==> config.mk <==
export PLATFORM = sky130hd
export DESIGN_NAME = ad_ip_jesd204_tpl_adc_pack_flat
export DESIGN_NICKNAME = d
export VERILOG_FILES = /design/src/rtl/ad_ip_jesd204_tpl_adc_pack_if.sv /design/src/rtl/ad_ip_jesd204_tpl_adc_pack.sv /design/src/flat_wrapper.sv
export SDC_FILE = /design/constraint.sdc
export NUM_CORES = 1
export LEC_CHECK = 0
export CORE_ASPECT_RATIO = 0.5
export CORE_MARGIN = 1
export CORE_UTILIZATION = 39
export DETAILED_ROUTE_END_ITERATION = 10
export SLEW_MARGIN = 25
export SYNTH_ARGS = -nofsm -noshare
export SYNTH_HDL_FRONTEND = slang
export SYNTH_SLANG_ARGS = --single-unit
==> constraint.sdc <==
create_clock -name clk -period 7.3 [get_ports clk]
set_clock_uncertainty 0.2 [all_clocks]
set_input_delay 1.46 -clock clk [delete_from_list [all_inputs] [get_ports clk]]
set_output_delay 1.46 -clock clk [all_outputs]
set_load 0.01 [all_outputs]
==> src/rtl/ad_ip_jesd204_tpl_adc_pack_if.sv <==
// Bus between the ADC transport layer, the channel packer and the DMA write FIFO.
// The packer connects through the slave modport; the driving environment uses master.
interface ad_ip_jesd204_tpl_adc_pack_if #(
   parameter int NUM_CHANNELS        = 4,
   parameter int SAMPLES_PER_CHANNEL = 1,
   parameter int SAMPLE_DATA_WIDTH   = 16
);
   localparam int DW = NUM_CHANNELS * SAMPLES_PER_CHANNEL * SAMPLE_DATA_WIDTH;

   logic [NUM_CHANNELS-1:0] enable;
   logic                    fifo_wr_en;
   logic [DW-1:0]           fifo_wr_data;
   logic                    fifo_wr_overflow;
   logic                    packed_fifo_wr_en;
   logic [DW-1:0]           packed_fifo_wr_data;
   logic                    packed_fifo_wr_sync;
   logic                    packed_fifo_wr_overflow;

   modport slave (
      input  enable, fifo_wr_en, fifo_wr_data, packed_fifo_wr_overflow,
      output fifo_wr_overflow, packed_fifo_wr_en, packed_fifo_wr_data, packed_fifo_wr_sync
   );

   modport master (
      output enable, fifo_wr_en, fifo_wr_data, packed_fifo_wr_overflow,
      input  fifo_wr_overflow, packed_fifo_wr_en, packed_fifo_wr_data, packed_fifo_wr_sync
   );
endinterface

==> src/rtl/ad_ip_jesd204_tpl_adc_pack.sv <==
// Compacts the samples of enabled ADC channels into full-width DMA words,
// one cycle after the beat that completes a word.
module ad_ip_jesd204_tpl_adc_pack #(
   parameter int NUM_CHANNELS        = 4,
   parameter int SAMPLES_PER_CHANNEL = 1,
   parameter int SAMPLE_DATA_WIDTH   = 16
) (
   input logic                      clk,
   input logic                      reset,
   ad_ip_jesd204_tpl_adc_pack_if.slave bus
);
   localparam int N  = NUM_CHANNELS;
   localparam int S  = SAMPLES_PER_CHANNEL;
   localparam int W  = SAMPLE_DATA_WIDTH;
   localparam int NS = N * S;
   localparam int DW = NS * W;
   localparam int LW = $clog2(2 * NS) + 1;

   logic [N-1:0]    enable_q;
   logic [2*DW-1:0] slots;
   logic [LW-1:0]   level;
   logic            sync_pending;

   logic            changed;
   logic [LW-1:0]   level_eff;
   logic            sync_eff;
   logic [DW-1:0]   comp;
   logic [2*DW-1:0] merged;
   logic [LW-1:0]   total;
   logic            emit;

   // NOTE: blocking assignments are correct here; the loop index k must update within one evaluation.
   always_comb begin
      int k;
      changed   = (bus.enable != enable_q);
      level_eff = changed ? '0 : level;
      sync_eff  = changed | sync_pending;

      // Sample-major order: for each sample index, enabled channels ascending.
      comp = '0;
      k    = 0;
      for (int s = 0; s < S; s++) begin
         for (int c = 0; c < N; c++) begin
            if (bus.enable[c]) begin
               comp[k*W +: W] = bus.fifo_wr_data[(c*S + s)*W +: W];
               k++;
            end
         end
      end

      merged = '0;
      for (int i = 0; i < 2*NS; i++) begin
         if (i < int'(level_eff))
            merged[i*W +: W] = slots[i*W +: W];
         else if ((i - int'(level_eff)) < k)
            merged[i*W +: W] = comp[(i - int'(level_eff))*W +: W];
      end

      total = level_eff + LW'(k);
      emit  = bus.fifo_wr_en && (total >= LW'(NS));
   end

   always_ff @(posedge clk) begin
      if (reset) begin
         enable_q                <= '0;
         level                   <= '0;
         sync_pending            <= 1'b1;
         bus.packed_fifo_wr_en   <= 1'b0;
         bus.packed_fifo_wr_data <= '0;
         bus.packed_fifo_wr_sync <= 1'b0;
         bus.fifo_wr_overflow    <= 1'b0;
      end else begin
         enable_q                <= bus.enable;
         bus.fifo_wr_overflow    <= bus.packed_fifo_wr_overflow;
         bus.packed_fifo_wr_en   <= emit;
         bus.packed_fifo_wr_sync <= emit & sync_eff;
         if (emit) begin
            bus.packed_fifo_wr_data <= merged[DW-1:0];
            level                   <= total - LW'(NS);
            sync_pending            <= 1'b0;
         end else if (bus.fifo_wr_en) begin
            level        <= total;
            sync_pending <= sync_eff;
         end else begin
            level        <= level_eff;
            sync_pending <= sync_eff;
         end
      end
   end

   // NOTE: sample storage has no reset; level alone decides which slots are valid.
   always_ff @(posedge clk) begin
      if (emit)
         slots <= {{DW{1'b0}}, merged[2*DW-1:DW]};
      else if (bus.fifo_wr_en)
         slots <= merged;
   end
endmodule

==> src/flat_wrapper.sv <==
// flat-port wrapper written by rule: the top's interface ports become plain ports
module ad_ip_jesd204_tpl_adc_pack_flat 
#(
   parameter int NUM_CHANNELS        = 4,
   parameter int SAMPLES_PER_CHANNEL = 1,
   parameter int SAMPLE_DATA_WIDTH   = 16
)
  (clk, reset, bus_enable, bus_fifo_wr_en, bus_fifo_wr_data, bus_packed_fifo_wr_overflow, bus_fifo_wr_overflow, bus_packed_fifo_wr_en, bus_packed_fifo_wr_data, bus_packed_fifo_wr_sync);
  ad_ip_jesd204_tpl_adc_pack_if #(.NUM_CHANNELS(NUM_CHANNELS), .SAMPLES_PER_CHANNEL(SAMPLES_PER_CHANNEL), .SAMPLE_DATA_WIDTH(SAMPLE_DATA_WIDTH)) bus_i ();
  input logic clk;
  input logic reset;
  input wire logic [$bits(bus_i.enable)-1:0] bus_enable;
  input wire logic [$bits(bus_i.fifo_wr_en)-1:0] bus_fifo_wr_en;
  input wire logic [$bits(bus_i.fifo_wr_data)-1:0] bus_fifo_wr_data;
  input wire logic [$bits(bus_i.packed_fifo_wr_overflow)-1:0] bus_packed_fifo_wr_overflow;
  output wire logic [$bits(bus_i.fifo_wr_overflow)-1:0] bus_fifo_wr_overflow;
  output wire logic [$bits(bus_i.packed_fifo_wr_en)-1:0] bus_packed_fifo_wr_en;
  output wire logic [$bits(bus_i.packed_fifo_wr_data)-1:0] bus_packed_fifo_wr_data;
  output wire logic [$bits(bus_i.packed_fifo_wr_sync)-1:0] bus_packed_fifo_wr_sync;
  assign bus_i.enable = bus_enable;
  assign bus_i.fifo_wr_en = bus_fifo_wr_en;
  assign bus_i.fifo_wr_data = bus_fifo_wr_data;
  assign bus_i.packed_fifo_wr_overflow = bus_packed_fifo_wr_overflow;
  assign bus_fifo_wr_overflow = bus_i.fifo_wr_overflow;
  assign bus_packed_fifo_wr_en = bus_i.packed_fifo_wr_en;
  assign bus_packed_fifo_wr_data = bus_i.packed_fifo_wr_data;
  assign bus_packed_fifo_wr_sync = bus_i.packed_fifo_wr_sync;
  ad_ip_jesd204_tpl_adc_pack #(.NUM_CHANNELS(NUM_CHANNELS), .SAMPLES_PER_CHANNEL(SAMPLES_PER_CHANNEL), .SAMPLE_DATA_WIDTH(SAMPLE_DATA_WIDTH)) u_core (.clk(clk), .reset(reset), .bus(bus_i));
endmodule
==> results.sh, run 1 <==
export IMPL_cts_tree="built"
export IMPL_crit_path_end_kind="register"
export IMPL_drcViolationCount=0
export IMPL_first_global_vias=11400
export IMPL_grt_max_degree=89
export IMPL_r2r_start="u_core.enable_q[0]$_SDFF_PP0_"
export IMPL_cts_max_level=1
export IMPL_setup_violations_final=0
export IMPL_post_cts_resized=0
export IMPL_drtIter0Drc=1306
export IMPL_relSlewSlack_pct=27.4
export IMPL_switching_power_mw=0.924
export IMPL_antenna_found_initial=0
export IMPL_synth_edff_count=64
export IMPL_hold_viol=0
export IMPL_critical_path_startpoint_type="input port"
export IMPL_firstDrtPassIters=5
export IMPL_netSwitchingFraction_pct=29.6
export IMPL_die_area_um2=33200
export IMPL_tns_ns=0
export IMPL_die_h_um=129
export IMPL_synth_ff_type="dfxtp_1"
export IMPL_period_minus_slack_ns=5.94
export IMPL_r2r_slack_ns=2.64
export IMPL_core_area_um2=31800
export IMPL_clkSlewWorstSetupHoldPaths_ns=0.07
export IMPL_power_frac_comb_pct=22.8
export IMPL_ys_ff_latch=204
export IMPL_dpl_cell_area_um2=14300
export IMPL_nets=1575
export IMPL_hp_class="register to register"
export IMPL_ys_seq_area_share_pct=37.4
export IMPL_power_leakage_nw=5.29
export IMPL_rr_endpoint="u_core.bus.packed_fifo_wr_data[15]$_SDFFE_PP0P_"
export IMPL_min_path_cells=2
export IMPL_whs_endpoint="u_core.slots[104]$_SDFFE_PP0P_"
export IMPL_ir_worst_vdd_mv=0.171
export IMPL_stdcell_area_um2=15100
export IMPL_avgSynthCellArea_um2=9.07
export IMPL_rsz0062_at_grt="false"
export IMPL_tightest_slew_ns=1.09
export IMPL_drive_gt1_share_pct=9.23
export IMPL_cts_root_buf="clkbuf_16"
export IMPL_area_growth_pct=19.2
export IMPL_crit_type="input port to register"
export IMPL_post_cts_setup_buffers=0
export IMPL_layout_commonest_cell="nand2_1"
export IMPL_arrival_ns=6.14
export IMPL_dp_cells=1866
export IMPL_p_per_area_nw_per_um2=207
export IMPL_grt_overflow=0
export IMPL_synth_cell_types=65
export IMPL_hold_start="u_core.slots[104]$_SDFFE_PP0P_"
export IMPL_ys_warn_count=0
export IMPL_io_pins=139
export IMPL_max_clock_freq_mhz=168
export IMPL_status="completed"
export IMPL_layout_cells_non_filler=1906
export IMPL_synthArstFlopShare_pct=0
export IMPL_seq_power_share_pct=41.5
export IMPL_cts_buffer_depth=3
export IMPL_maxCapViolCount=0
export IMPL_syn_num_nets=1511
export IMPL_layout_common_cells="195 x nand2_1, 140 x dfxtp_1, 136 x clkdlybuf4s50_1, 117 x nor2_1, 64 x edfxtp_1"
export IMPL_hpwlAfterDp_um=31100
export IMPL_io_buffers=138
export IMPL_p_clk_share_pct=35.7
export IMPL_cp_data_required_time_ns=7.51
export IMPL_num_rows=46
export IMPL_gp_congestion=0.962
export IMPL_via_count=11900
export IMPL_drt_wirelength_per_cell_um=22.8
export IMPL_crit_fanout=19
export IMPL_start_util_pct=39.8
export IMPL_vias_per_cell=6.26
export IMPL_fin_crit_sh_pct=81.3
export IMPL_hold_buffers=0
export IMPL_synthCells=1394
export IMPL_maxSlewViolCount=0
export IMPL_totalWireLength_um=43500
export IMPL_clock_latency_ns=0.52
export IMPL_power_internal_mw=2.20
export IMPL_cts_buffers=21
export IMPL_clkSinkCount=204
export IMPL_syn_cell_area_um2=12600
export IMPL_grt_pass1_wl_um=67300
export IMPL_power_mw=3.12
export IMPL_ant_nets=0
export IMPL_grt_use_total_pct=25.8
export IMPL_die_x_um=257
export IMPL_reg2reg_depth=10
==> synthesized netlist by cell type, types with 4 or more instances <==
cell type,n,area [um^2]
nor2b_1,11,68.8
mux4_2,47,1060
nand2_1,195,732
a22oi_1,16,120
o21a_1,5,37.5
mux2i_1,17,170
nor2_1,118,443
clkbuf_1,104,390
a221oi_1,62,543
buf_1,4,15.0
dfxtp_1,140,2800
a31oi_1,47,294
ha_1,43,538
inv_1,54,203
buf_2,18,90.1
xnor2_1,7,61.3
a21oi_1,49,245
nor3_1,8,40.0
nand2b_1,18,113
xor2_1,6,52.6
a311oi_1,63,552
nand3_1,60,300
and3_1,7,43.8
o22a_1,28,245
o31ai_1,4,30.0
and2_1,6,37.5
a32oi_1,46,403
edfxtp_1,64,1920
a22o_1,18,158
o21ai_1,11,55.1
o21ai_0,60,300
==> per-stage QoR <==
| stage | hold WS (ns) | setup WS [ns] | utilization, % |
|---|---|---|---|
| after global routing | 0.280 | 1.01 | 47.4 |
| after global placement | 0.236 | 0.914 | 45.1 |
| after CTS | 0.253 | 1.35 | 47.4 |
| after detailed placement | 0.245 | 0.848 | 45.1 |
| final | 0.252 | 1.36 | 47.4 |
| after floorplan | 0.225 | 1.18 | - |
==> flip-flops by register name, indices dropped and copies added (netlist names) <==
signal and count:
u_core.bus.packed_fifo_wr_data 64, u_core.bus.fifo_wr_overflow 1, u_core.level 4, u_core.sync_pending 1, u_core.enable_q 4, u_core.bus.packed_fifo_wr_sync 1, u_core.slots 128, u_core.bus.packed_fifo_wr_en 1
==> metal layers <==
layer	share of wire (%)	track usage (%)
met1	45	36.7
met2	45	41.7
met3	8.2	3.68
met4	1.6	6.13
met5	0	0
==> cell families (layout without fill, tap and decap cells) <==
kind of cell / Yosys count / in the layout / share of synthesized area, %
muxes: 67 / 67 / 9.98
AOI/OAI and AO/OA: 433 / 433 / 25.3
other: 0 / 1 / 0
xor gates and xnor gates: 16 / 16 / 1.29
buffers and inverters: 185 / 264 / 5.70
and+or+nand+nor: 444 / 444 / 15.8
adders and majority gates: 45 / 45 / 4.57
DFF: 204 / 204 / 37.4
==> worst max-delay path: stages <==
cell and delay, ns:
clkdlybuf4s50_1 0.65, xor2_1 0.27, nor4_4 0.09, nand2_1 0.08, buf_4 0.22, ha_1 0.33, ha_1 0.78, nand2_1 0.74
and4b_1 0.96, o31ai_1 0.24, a311oi_1 0.31
==> worst max path at each step <==
stage,start,to,cells after the start
3_3_place_gp,bus_enable[0],u_core.bus.packed_fifo_wr_data[47]$_SDFFE_PP0P_,18
3_5_place_dp,bus_enable[0],u_core.bus.packed_fifo_wr_data[43]$_SDFFE_PP0P_,18
4_1_cts,bus_enable[0],u_core.bus.packed_fifo_wr_data[41]$_SDFFE_PP0P_,18
6_report,bus_enable[2],u_core.bus.packed_fifo_wr_data[15]$_SDFFE_PP0P_,11
5_1_grt,bus_enable[3],u_core.slots[94]$_SDFFE_PP0P_,17
2_1_floorplan,bus_enable[1],u_core.slots[40]$_DFFE_PP_,19
==> cell type report <==
cell class	count	area (um^2)
Inverter	58	218
Multi-Input combinational cell	1005	7230
Tap cell	432	541
Timing Repair Buffer	168	1640
Sequential cell	204	4720
Antenna cell	1	2.50
Clock buffer	33	654
Clock inverter	5	57.6
Fill cell	2991	16700
==> power by group through the flow <==
| stage | combinational, mW | clock, mW | sequential, mW |
|---|---|---|---|
| floorplan | 0.412 | 0 | 1.33 |
| global placement | 0.686 | 0 | 1.32 |
| detailed placement | 0.699 | 0 | 1.32 |
| CTS | 0.701 | 1.14 | 1.30 |
| global route | 0.768 | 1.19 | 1.30 |
| finish | 0.712 | 1.12 | 1.30 |
No activity file was read; power rests on OpenSTA's default activity.
==> run 2, diff against run 1 <==
==> constraint.sdc (replaced) <==
create_clock -name clk -period 5.5 [get_ports clk]
set_clock_uncertainty 0.2 [all_clocks]
set_input_delay 1.1 -clock clk [delete_from_list [all_inputs] [get_ports clk]]
set_output_delay 1.1 -clock clk [all_outputs]
set_load 0.01 [all_outputs]
==> run 2 against run 1 <==
Final area grew 4.4%. Critical endpoint is now u_core.slots[79]$_SDFFE_PP0P_. Sequential power grew 32%. Total power grew 34%. Die area is the same. Highest routed layer unchanged. Cell count grew 4.1%. Via count grew 2.6%. Critical path type unchanged. Register-to-register slack lost 1.1 ns. Non-clock buffer count grew 80.
==> results.sh, run 2 (synthesis gave the netlist of run 1 again) <==
export IMPL_netSwitchingFraction_pct=30.8
export IMPL_max_clock_freq_mhz=200
export IMPL_die_area_um2=33200
export IMPL_p_clk_share_pct=33.8
export IMPL_cts_max_level=1
export IMPL_clkSlewWorstSetupHoldPaths_ns=0.07
export IMPL_cts_buffer_depth=3
export IMPL_cts_tree="built"
export IMPL_vias_per_cell=6.17
export IMPL_critical_path_startpoint_type="input port"
export IMPL_maxSlewViolCount=0
export IMPL_start_util_pct=39.8
export IMPL_met2WireLength_um=20500
export IMPL_hold_viol=0
export IMPL_area_growth_pct=24.4
export IMPL_hp_class="register to register"
export IMPL_die_x_um=257
export IMPL_clkSinkCount=204
export IMPL_tightest_slew_ns=0.982
export IMPL_status="completed"
export IMPL_power_mw=4.19
export IMPL_relSlewSlack_pct=33.9
export IMPL_ir_worst_vdd_mv=0.187
export IMPL_drtIter0Drc=1152
export IMPL_maxCapViolCount=0
export IMPL_diodes=0
export IMPL_power_frac_comb_pct=25.1
export IMPL_core_area_um2=31800
export IMPL_hpwlAfterDp_um=35500
export IMPL_highest_layer="met4"
export IMPL_crit_fanout=16
export IMPL_fin_crit_sh_pct=90.8
export IMPL_period_minus_slack_ns=4.99
export IMPL_cp_data_required_time_ns=5.75
export IMPL_nets=1655
export IMPL_io_pins=139
export IMPL_layout_common_cells="194 x nand2_1, 140 x dfxtp_1, 136 x clkdlybuf4s50_1, 117 x nor2_1, 98 x buf_4"
export IMPL_routedLengthMet1_um=21500
export IMPL_io_buffers=138
export IMPL_antenna_found_initial=0
export IMPL_post_cts_setup_buffers=0
export IMPL_seq_power_share_pct=41.1
export IMPL_grt_max_degree=59
export IMPL_ant_nets=0
export IMPL_totalWireLength_um=48300
export IMPL_r2r_slack_ns=1.52
export IMPL_setup_violations_final=0
export IMPL_grt_use_total_pct=29.0
export IMPL_first_global_vias=11700
export IMPL_layout_commonest_cell="nand2_1"
export IMPL_gp_congestion=0.949
export IMPL_largest_registers="u_core.slots (128), u_core.bus.packed_fifo_wr_data (64)"
export IMPL_tns_ns=0
export IMPL_whs_endpoint="u_core.slots[109]$_SDFFE_PP0P_"
export IMPL_num_rows=46
export IMPL_crit_type="input port to register"
export IMPL_arrival_ns=5.24
export IMPL_hold_buffers=0
export IMPL_clock_latency_ns=0.53
export IMPL_cts_buffers=21
export IMPL_via_count=12200
export IMPL_largest_reg_flops=128
export IMPL_power_internal_mw=2.90
export IMPL_grt_pass1_wl_um=72900
export IMPL_grt_overflow=0
export IMPL_rsz0062_at_grt="false"
export IMPL_r2r_start="u_core.enable_q[0]$_SDFF_PP0_"
export IMPL_post_cts_resized=0
export IMPL_drive_gt1_share_pct=14.2
export IMPL_cts_root_buf="clkbuf_16"
export IMPL_regMostFlops="u_core.slots"
export IMPL_crit_path_end_kind="register"
export IMPL_dr_wl_met3_um=5310
export IMPL_rr_endpoint="u_core.slots[79]$_SDFFE_PP0P_"
export IMPL_switching_power_mw=1.29
export IMPL_power_leakage_nw=5.71
export IMPL_drt_wirelength_per_cell_um=24.3
export IMPL_min_path_cells=2
export IMPL_hold_start="u_core.slots[109]$_SDFFE_PP0P_"
export IMPL_die_h_um=129
export IMPL_drcViolationCount=0
export IMPL_reg2reg_depth=18
export IMPL_p_per_area_nw_per_um2=266
export IMPL_firstDrtPassIters=6
-- run 2: cell types whose count changed in the layout (fill, tap and decap cells not counted), moves of 3 or more --
cell	delta
clkbuf_1	-4
clkbuf_16	-3
clkbuf_8	+3
buf_12	+9
clkinv_4	+4
buf_4	+72
-- run 2: final cells by class --
| type | count | area [um^2] |
|---|---|---|
| Fill cell | 3001 | 16000 |
| Multi-Input combinational cell | 1005 | 7230 |
| Timing Repair Buffer | 248 | 2350 |
| Clock buffer | 29 | 606 |
| Sequential cell | 204 | 4720 |
| Inverter | 58 | 218 |
| Clock inverter | 9 | 62.6 |
| Tap cell | 432 | 541 |
-- run 2: worst max path at each step --
stage                             start                             end  slack (ns)  depth (start not counted)
after floorplan           bus_enable[2]      u_core.slots[40]$_DFFE_PP_        0.02                         19
after global placement    bus_enable[0]   u_core.slots[66]$_SDFFE_PP0P_        0.05                         16
after detailed placement  bus_enable[0]  u_core.slots[101]$_SDFFE_PP0P_        0.03                         16
after CTS                 bus_enable[0]   u_core.slots[72]$_SDFFE_PP0P_        0.58                         16
after global routing      bus_enable[0]      u_core.slots[39]$_DFFE_PP_        0.25                         21
final                     bus_enable[0]   u_core.slots[79]$_SDFFE_PP0P_        0.51                         18
-- run 2: critical path, stage by stage --
cell and delay [ns]:
clkdlybuf4s50_1 0.64, inv_1 0.17, ha_1 0.24, nand2_1 0.09
o21ai_0 0.18, ha_1 0.37, nand2_1 0.08, o21a_1 0.24
buf_4 0.19, ha_1 0.23, nor2b_1 0.15, o21a_1 0.16
o21ai_0 0.16, a21oi_1 0.10, nor4_2 0.14, buf_4 0.15
and3_1 0.61, a22o_1 0.23
-- run 2: power groups by stage --
| stage | logic, mW | registers, mW | clock network, mW |
|---|---|---|---|
| 2_1_floorplan | 0.550 | 1.76 | 0 |
| 3_3_place_gp | 1.02 | 1.75 | 0 |
| 3_5_place_dp | 1.03 | 1.76 | 0 |
| 4_1_cts | 1.04 | 1.72 | 1.43 |
| 5_1_grt | 1.12 | 1.73 | 1.49 |
| 6_report | 1.05 | 1.72 | 1.41 |
-- run 2: stage by stage --
step	setup slack (ns)	cell area, um^2	instances	utilization, %	hold slack (ns)
2_1_floorplan	0.0231	12700	1394	-	0.225
3_3_place_gp	0.0457	15100	1947	47.4	0.235
3_5_place_dp	0.0285	15100	1947	47.4	0.242
4_1_cts	0.584	15700	1985	49.5	0.250
5_1_grt	0.251	15700	1985	49.5	0.270
6_report	0.506	15700	1985	49.5	0.250
-- run 2: routing by layer --
| metal | up-vias | GRT usage, % |
|---|---|---|
| met2 | 536 | 43.3 |
| met5 | - | 0 |
| met1 | 6014 | 40.6 |
| met4 | 0 | 7.07 |
| li1 | 5625 | - |
| met3 | 72 | 8.98 |
==> run 3, diff against run 2 <==
--- a/config.mk
+++ b/config.mk
@@ -9,6 +9,7 @@
 export CORE_MARGIN = 1
 export CORE_UTILIZATION = 39
 export DETAILED_ROUTE_END_ITERATION = 10
+export HOLD_SLACK_MARGIN = 0.08
 export SLEW_MARGIN = 25
 export SYNTH_ARGS = -nofsm -noshare
 export SYNTH_HDL_FRONTEND = slang
==> results of run 3 <==
The final DEF is identical to that of run 2; final timing and power are the same.
